`src/rtl/logic_arb_pkg.sv`:
```
// Shared opcode encodings and FSM state type for the logic unit arbiter.
package logic_arb_pkg;

  typedef enum logic [1:0] {
    OpAnd = 2'b00,
    OpOr  = 2'b01,
    OpXor = 2'b10,
    OpNor = 2'b11
  } op_e;

  typedef enum logic {
    StIdle,
    StResp
  } state_e;

endpackage

```
`src/rtl/logic_unit_arbiter_if.sv`:
```
// Two-requester operation bus plus result channel of the logic unit arbiter.
interface logic_unit_arbiter_if #(
  parameter int unsigned WIDTH = 32
);

  logic             req0_valid;
  logic [1:0]       req0_op;
  logic [WIDTH-1:0] req0_a;
  logic [WIDTH-1:0] req0_b;
  logic             req0_ready;

  logic             req1_valid;
  logic [1:0]       req1_op;
  logic [WIDTH-1:0] req1_a;
  logic [WIDTH-1:0] req1_b;
  logic             req1_ready;

  logic             rsp_valid;
  logic [WIDTH-1:0] rsp_data;
  logic             rsp_id;
  logic             rsp_ready;

  // Requesters and result consumer side.
  modport master (
    output req0_valid, req0_op, req0_a, req0_b,
    input  req0_ready,
    output req1_valid, req1_op, req1_a, req1_b,
    input  req1_ready,
    input  rsp_valid, rsp_data, rsp_id,
    output rsp_ready
  );

  // Arbiter side.
  modport slave (
    input  req0_valid, req0_op, req0_a, req0_b,
    output req0_ready,
    input  req1_valid, req1_op, req1_a, req1_b,
    output req1_ready,
    output rsp_valid, rsp_data, rsp_id,
    input  rsp_ready
  );

endinterface

```
`src/rtl/logic_unit.sv`:
```
// Combinational bitwise logic unit: AND, OR, XOR, NOR.
module logic_unit
  import logic_arb_pkg::*;
#(
  parameter int unsigned WIDTH = 32
) (
  input  op_e              op,
  input  logic [WIDTH-1:0] a,
  input  logic [WIDTH-1:0] b,
  output logic [WIDTH-1:0] y
);

  always_comb begin
    y = '0;
    unique case (op)
      OpAnd:   y = a & b;
      OpOr:    y = a | b;
      OpXor:   y = a ^ b;
      OpNor:   y = ~(a | b);
      default: y = '0;
    endcase
  end

endmodule

```
`src/rtl/logic_unit_arbiter.sv`:
```
// Time-shares one logic unit between two requesters with an IDLE/RESP FSM.
// Define LOGIC_ARB_ROUND_ROBIN_EN for round-robin contention; otherwise requester 0 wins.
module logic_unit_arbiter
  import logic_arb_pkg::*;
#(
  parameter int unsigned WIDTH = 32
) (
  input  logic                 clk,
  input  logic                 rst,
  logic_unit_arbiter_if.slave  bus
);

  state_e           state_q, state_d;
  logic             gnt_any;
  logic             gnt;
  logic             accept;
  logic [WIDTH-1:0] rsp_data_q;
  logic             rsp_id_q;
  op_e              op_sel;
  logic [WIDTH-1:0] a_sel;
  logic [WIDTH-1:0] b_sel;
  logic [WIDTH-1:0] lu_y;

  assign gnt_any = bus.req0_valid | bus.req1_valid;

`ifdef LOGIC_ARB_ROUND_ROBIN_EN
  logic last_q;

  // On contention favour whoever was not served last.
  assign gnt = (bus.req0_valid & bus.req1_valid) ? ~last_q : bus.req1_valid;

  always_ff @(posedge clk or posedge rst) begin
    if (rst) begin
      last_q <= 1'b1;
    end else if (accept) begin
      last_q <= gnt;
    end
  end
`else
  assign gnt = bus.req1_valid & ~bus.req0_valid;
`endif

  assign accept = (state_q == StIdle) & gnt_any;

  assign op_sel = gnt ? op_e'(bus.req1_op) : op_e'(bus.req0_op);
  assign a_sel  = gnt ? bus.req1_a : bus.req0_a;
  assign b_sel  = gnt ? bus.req1_b : bus.req0_b;

  logic_unit #(
    .WIDTH(WIDTH)
  ) u_logic_unit (
    .op(op_sel),
    .a (a_sel),
    .b (b_sel),
    .y (lu_y)
  );

  always_ff @(posedge clk or posedge rst) begin
    if (rst) begin
      state_q <= StIdle;
    end else begin
      state_q <= state_d;
    end
  end

  always_comb begin
    state_d = state_q;
    unique case (state_q)
      StIdle:  if (accept) state_d = StResp;
      StResp:  if (bus.rsp_ready) state_d = StIdle;
      default: state_d = StIdle;
    endcase
  end

  // Readies are gated by rst so they stay low for the whole reset window.
  always_comb begin
    bus.req0_ready = 1'b0;
    bus.req1_ready = 1'b0;
    if ((state_q == StIdle) && !rst && gnt_any) begin
      bus.req0_ready = ~gnt;
      bus.req1_ready = gnt;
    end
    bus.rsp_valid = (state_q == StResp);
    bus.rsp_data  = rsp_data_q;
    bus.rsp_id    = rsp_id_q;
  end

  always_ff @(posedge clk or posedge rst) begin
    if (rst) begin
      rsp_data_q <= '0;
      rsp_id_q   <= 1'b0;
    end else if (accept) begin
      rsp_data_q <= lu_y;
      rsp_id_q   <= gnt;
    end
  end

endmodule

```
`src/flat_wrapper.sv`:
```
// flat-port wrapper written by rule: the top's interface ports become plain ports
module logic_unit_arbiter_flat import logic_arb_pkg::*;
#(
  parameter int unsigned WIDTH = 32
)
  (clk, rst, bus_req0_valid, bus_req0_op, bus_req0_a, bus_req0_b, bus_req0_ready, bus_req1_valid, bus_req1_op, bus_req1_a, bus_req1_b, bus_req1_ready, bus_rsp_valid, bus_rsp_data, bus_rsp_id, bus_rsp_ready);
  logic_unit_arbiter_if #(.WIDTH(WIDTH)) bus_i ();
  input  logic clk;
  input  logic rst;
  input wire logic [$bits(bus_i.req0_valid)-1:0] bus_req0_valid;
  input wire logic [$bits(bus_i.req0_op)-1:0] bus_req0_op;
  input wire logic [$bits(bus_i.req0_a)-1:0] bus_req0_a;
  input wire logic [$bits(bus_i.req0_b)-1:0] bus_req0_b;
  output wire logic [$bits(bus_i.req0_ready)-1:0] bus_req0_ready;
  input wire logic [$bits(bus_i.req1_valid)-1:0] bus_req1_valid;
  input wire logic [$bits(bus_i.req1_op)-1:0] bus_req1_op;
  input wire logic [$bits(bus_i.req1_a)-1:0] bus_req1_a;
  input wire logic [$bits(bus_i.req1_b)-1:0] bus_req1_b;
  output wire logic [$bits(bus_i.req1_ready)-1:0] bus_req1_ready;
  output wire logic [$bits(bus_i.rsp_valid)-1:0] bus_rsp_valid;
  output wire logic [$bits(bus_i.rsp_data)-1:0] bus_rsp_data;
  output wire logic [$bits(bus_i.rsp_id)-1:0] bus_rsp_id;
  input wire logic [$bits(bus_i.rsp_ready)-1:0] bus_rsp_ready;
  assign bus_i.req0_valid = bus_req0_valid;
  assign bus_i.req0_op = bus_req0_op;
  assign bus_i.req0_a = bus_req0_a;
  assign bus_i.req0_b = bus_req0_b;
  assign bus_req0_ready = bus_i.req0_ready;
  assign bus_i.req1_valid = bus_req1_valid;
  assign bus_i.req1_op = bus_req1_op;
  assign bus_i.req1_a = bus_req1_a;
  assign bus_i.req1_b = bus_req1_b;
  assign bus_req1_ready = bus_i.req1_ready;
  assign bus_rsp_valid = bus_i.rsp_valid;
  assign bus_rsp_data = bus_i.rsp_data;
  assign bus_rsp_id = bus_i.rsp_id;
  assign bus_i.rsp_ready = bus_rsp_ready;
  logic_unit_arbiter #(.WIDTH(WIDTH)) u_core (.clk(clk), .rst(rst), .bus(bus_i));
endmodule
```
`config.mk`:
```
export PLATFORM = sky130hd
export DESIGN_NAME = logic_unit_arbiter_flat
export DESIGN_NICKNAME = d
export VERILOG_FILES = /design/src/rtl/logic_arb_pkg.sv /design/src/rtl/logic_unit_arbiter_if.sv /design/src/rtl/logic_unit.sv /design/src/rtl/logic_unit_arbiter.sv /design/src/flat_wrapper.sv
export SDC_FILE = /design/constraint.sdc
export NUM_CORES = 1
export LEC_CHECK = 0
export BUFFER_PORTS_ARGS = -buffer_cell sky130_fd_sc_hd__buf_2
export CORE_MARGIN = 4
export CORE_UTILIZATION = 45
export DETAILED_ROUTE_END_ITERATION = 10
export PLACE_DENSITY_LB_ADDON = 0.25
export SYNTH_ARGS = -nofsm -noshare
export SYNTH_HDL_FRONTEND = slang
export SYNTH_SLANG_ARGS = --single-unit
```
`constraint.sdc`:
```
create_clock -name clk -period 2 [get_ports clk]
set_input_delay 0.4 -clock clk [delete_from_list [all_inputs] [get_ports clk]]
set_output_delay 0.4 -clock clk [all_outputs]
set_load 0.03 [all_outputs]
```
== Word-level counts from Yosys, hierarchy flattened ==
Index checks and enable logic that the tools add are counted.

* Flip-flop bits (word level): 34
* Input port bits: 137
* Output and inout bits: 36

* Equal/unequal tests: 3
* Muxes and demuxes: 9
* Bitwise gates (word level): 10
* Reduce and logical (&&, ||, !) cells: 4

{| class="wikitable"
|+ Operator list
! operator !! number
|-
| 32-bit case mux with 4 select lines || 1
|-
| 32-bit two-way mux || 2
|-
| 32-bit AND || 1
|-
| 32-bit NOT || 1
|-
| 32-bit OR || 1
|-
| 32-bit XOR || 1
|-
| 2-bit == test (second input constant) || 2
|-
| 1-bit two-way mux || 4
|-
| 1-bit NOT || 3
|-
| 1-bit AND || 2
|-
| 2-bit by 1-bit == test with 1-bit output (second input constant) || 1
|-
| 1-bit logical AND || 2
|-
| 2-bit logical NOT || 1
|-
| 2-bit two-way mux || 1
|-
| 1-bit case mux with 2 select lines || 1
|-
| 1-bit logical NOT || 1
|-
| 1-bit OR || 1
|}

== Depth between registers and ports, before layout ==
* Word-level depth: 6
* Gate-level depth with buffers: 10
* Gate-level depth less buffers: 7

== Hierarchy ==
A second synthesis with hierarchy kept.

* Cell total of the unflattened synthesis: 387
* Area, all modules: 4350.4 µm²

{| class="wikitable"
|+ Modules (own cells, without submodules)
! module !! instances !! cells each !! area each (µm²)
|-
| logic_unit_arbiter || 1 || 152 || 2244.7
|-
| logic_unit || 1 || 235 || 2105.8
|}

== Least setup slack after synthesis ==
OpenSTA, ideal clock, no wires.

* Kind: input to register
* From: in bus_req0_valid
* To: reg u_core.rsp_data_q[20], in the netlist u_core.bus.rsp_data[20]
* Arrival time: 2.287 ns
* Path slack: -0.413 ns
* Stages: 8
* Cells stage by stage: buf_6 > nand2b_4 > buf_2 > buf_2 > mux2_2 > ha_1 > mux2_1 > a221o_1

* Longest elaborated chain between the ends: 6

{| class="wikitable"
|+ RTL lines
! element !! line !! RTL
|-
| start, declared || flat_wrapper.sv:10 || <nowiki>input wire logic [$bits(bus_i.req0_valid)-1:0] bus_req0_valid;</nowiki>
|-
| 1-bit NOT || logic_unit_arbiter.sv:40 || <nowiki>assign gnt = bus.req1_valid & ~bus.req0_valid;</nowiki>
|-
| 1-bit AND || logic_unit_arbiter.sv:40 ||
|-
| 32-bit two-way mux (on tied branches) || logic_unit_arbiter.sv:46, logic_unit_arbiter.sv:47 ||
|-
| 32-bit OR || logic_unit.sv:17, logic_unit.sv:19 ||
|-
| 32-bit NOT || logic_unit.sv:19 || <nowiki>OpNor: y = ~(a | b);</nowiki>
|-
| 32-bit case mux with 4 select lines || logic_unit.sv:15 || <nowiki>unique case (op)</nowiki>
|-
| end signal, assigned || logic_unit_arbiter.sv:93 || <nowiki>rsp_data_q <= lu_y;</nowiki>
|-
| end, declared || logic_unit_arbiter.sv:17 || <nowiki>logic [WIDTH-1:0] rsp_data_q;</nowiki>
|}

Several ways; a longest one is shown, not always the timed one.
A chain may end at the register's enable or synchronous reset.

== Worst setup path in the final report ==
* From: in bus_req0_valid
* To: reg u_core.rsp_data_q[10], in the netlist u_core.bus.rsp_data[10]

The elaborated chain is that of the path after synthesis.

==> results by group <==
Status
  – Status: finished clean

Floorplan
  – Io pins: between 150 and 200
  – Die Area: between 10000 and 15000 sq um
  – CORE AREA: 9200 sq um
  – Chip height: about 100 um
  – Initial Util: around 46%
  – Cell row count: 35
  – Chip Width: about 100 um

Setup path
  – Crit path launch type: primary input
  – R2r worst-path depth: 3
  – Crit. End Element: register
  – Crit path max fanout: 21
  – Crit path DAT: approximately 2.0 ns
  – CP delay by family, top: multiplexers
  – Worst path cell trace: buf_2 -> nand2b_4 -> buf_12 -> mux2_2 -> ha_1 -> mux2i_1 -> a221oi_2
  – CP max-delay cell: mux2_2
  – Required @ worst endpoint: 2.18 ns
  – Largest stage delay on the critical path: 0.37 ns
  – Worst path bufs/invs: 2
  – R2R setup slack: 0.55 ns
  – Critical path class: primary input to register
  – Reg-to-reg endpoint: u_core.bus.rsp_data[26]
  – Reg2reg start: u_core.bus.rsp_valid

STA
  – Min Tclk post-route: about 1.8 ns
  – PnR worst setup slack: approximately 0.21 ns
  – RSZ-0062 raised after global routing: no
  – Slew headroom: 67.8%
  – Least-Margin Pin Slew: 0.483 ns
  – Final number of setup-violating endpoints: 0
  – Worst hold slack: 0.238 ns
  – Final setup skew: roughly 0.012 ns
  – Final Max Slew Viols: 0
  – Final Cycle Share: about nine tenths
  – Max frequency: between 500 and 600 MHz
  – Final Hold Violating Endpoints: 0

Clocking
  – # clock sinks: 34
  – Latest clock arrival within the worst-skew pair: around 0.28 ns
  – Post-CTS Setup Bufs: 0
  – CTS Root Cell: clkbuf_8
  – Reg clk slew, reported paths: 0.08 ns
  – Cts hold-fix bufs: 0
  – Clock Path Buffers: 2
  – CTS H-Tree Depth: 2
  – CTS-repair resized insts: 0
  – CTS tree: built
  – CTS buffer count: 5

Final layout
  – Footprint of the multi-input gates: ~2900 sq um
  – Final instance area: 5420 sq um
  – Antenna diodes: 0
  – Area delta synth->final: 28.1%
  – Nets: 806
  – FF+latch area: roughly 850 sq um
  – Fill cell count: 823
  – Share of cells above drive strength 1: roughly 45%
  – Fin cells: 715

Routing
  – DR iter-0 viols: 86
  – Average wire per standard cell: around 14 um
  – Drt pass-1 iters: 4
  – Post-route DRC: 0
  – Routed WL: approximately 10 mm
  – Vias per cell: 5.08
  – Vias: ~3600
  – Final antenna-violating net count: 0

Yosys
  – Seq cells post-synth: 34
  – Cells after synthesis: approximately 430
  – Synth warnings: 0
  – Avg Inst Size Synth: slightly below 10 sq um
  – Distinct cells, synth: 21
  – Post-Syn Area: roughly 4200 sq um
  – Seq/Total Area, Yosys: between 20% and 30%
  – Post-synthesis net count: 630

Pwr
  – Net Sw Frac: 43.2%
  – Int Pwr: between 1.5 and 2 mW
  – Pleak: around 3.2 nW
  – Sequential power share: approximately 30%
  – Cell Pwr Density: approximately 600 nW/um^2
  – Logic pwr share: 54.2%
  – Clk pwr share: around 16%
  – Max VDD drop: around 0.31 mV
  – Total Power: 3.28 mW
  – Switch Pwr: roughly 1.4 mW

Worst hold path
  – Min-Delay Path Class: primary input to asynchronous set/reset pin

Global routing
  – Largest net degree at the start of global routing: 35
  – Initial antenna violation count: 1
  – Global-route wire length before repair: 16.9 mm
  – GR Util All Layers: between 10% and 20%
  – Vias in the first global route: around 3800
  – Grt ovf: 0

Placed design
  – Post-DP Area: between 5000 and 6000 sq um
  – Worst slack, placed: -0.0920 ns
  – Gpl congestion: roughly 0.78
  – # port buffers: 172
  – Post-DP HPWL: around 8.2 mm
  – Placed cells: ~700

Flow run
  – Max_cap viols: 0
==> kinds of logic (layout without fill, tap and decap cells) <==
kind of cell | after synthesis | count (layout) | synth area share (%)
compound gates | 37 | 37 | 11.8
simple gates | 42 | 42 | 4.32
mux | 129 | 129 | 31.5
buf+inv | 123 | 298 | 13.3
fa+ha+maj | 64 | 64 | 18.9
flops | 34 | 34 | 20.1
==> how the worst max path moves through the flow <==
| stage | from | to | cells after the start |
|---|---|---|---|
| 3_5_place_dp | bus_req0_valid | u_core.bus.rsp_data[10] | 7 |
| 5_1_grt | bus_req0_valid | u_core.bus.rsp_data[10] | 8 |
| 3_3_place_gp | bus_req0_valid | u_core.bus.rsp_data[6] | 7 |
| 6_report | bus_req0_valid | u_core.bus.rsp_data[10] | 7 |
| 4_1_cts | bus_req0_valid | u_core.bus.rsp_data[10] | 7 |
| 2_1_floorplan | bus_req0_valid | u_core.bus.rsp_data[20] | 8 |
==> through the flow <==
stage	utilization, %	setup TNS (ns)
6_report	58.9	0
5_1_grt	58.9	0
4_1_cts	58.9	0
3_5_place_dp	58.0	-1.64
3_3_place_gp	58.0	-0.816
2_1_floorplan	-	-0.216
==> worst register-to-register path, stage by stage, from the launching register on <==
cell and delay (ns):
dfrtp_1 0.51, nor2_4 0.42, buf_4 0.30, a221oi_2 0.09
==> state kept, by name (all words and copies together) (netlist names) <==
name,cells
u_core.bus.rsp_data,32
u_core.bus.rsp_id,1
u_core.bus.rsp_valid,1
==> power groups by stage <==
stage	logic, mW	clock network, mW	registers, mW
CTS	1.81	0.540	0.980
global route	1.95	0.565	1.00
floorplan	0.885	0	1.35
global placement	1.73	0	0.992
finish	1.78	0.525	0.977
detailed placement	1.80	0	0.989
==> Yosys cell counts <==
cell,number,area share (%)
a21oi_1,5,0.59
a221o_1,1,0.24
a221oi_2,31,11
and3_1,1,0.15
buf_12,3,1.4
buf_2,12,1.4
buf_6,5,1.3
clkbuf_1,4,0.35
dfrtp_1,34,20
ha_1,64,19
inv_1,99,8.8
mux2_1,1,0.27
mux2_2,32,8.5
mux2i_1,96,23
nand2_1,1,0.089
nand2b_4,1,0.33
nand3b_1,1,0.18
nor2_1,34,3.0
nor2b_1,1,0.15
nor3_1,2,0.24
nor3b_1,1,0.18
==> layout make-up <==
| class | count | share of cell area, % |
|---|---|---|
| Inverter | 99 | 6.86 |
| Multi-Input combinational cell | 272 | 53.0 |
| Clock buffer | 6 | 1.52 |
| Timing Repair Buffer | 193 | 20.4 |
| Sequential cell | 34 | 15.7 |
| Tap cell | 111 | 2.56 |
==> layer usage <==
layer  part of all wire [%]  GRT usage, %  vias to the layer above  wire length [um]
met2                     52          35.0                       93              5400
li1                       -             -                     1800                 -
met3                    5.6          3.71                        8               581
met5                   0.19             0                        -                20
met1                     41          20.8                     1727              4210
met4                   0.88          4.78                        2                91
==> placed cells by master, fill, tap and decap left out, types with 2 or more instances in the layout <==
master	synthesis	final
buf_2	12	172
mux2i_1	96	95
inv_1	99	99
dfrtp_1	34	34
a21oi_1	5	4
buf_4	0	14
ha_1	64	63
nor3_1	2	2
buf_12	3	7
a221oi_2	31	31
clkbuf_8	0	6
mux2_4	0	2
nor2_1	34	32
mux2_2	32	31
No activity file was read; power rests on OpenSTA's default activity.
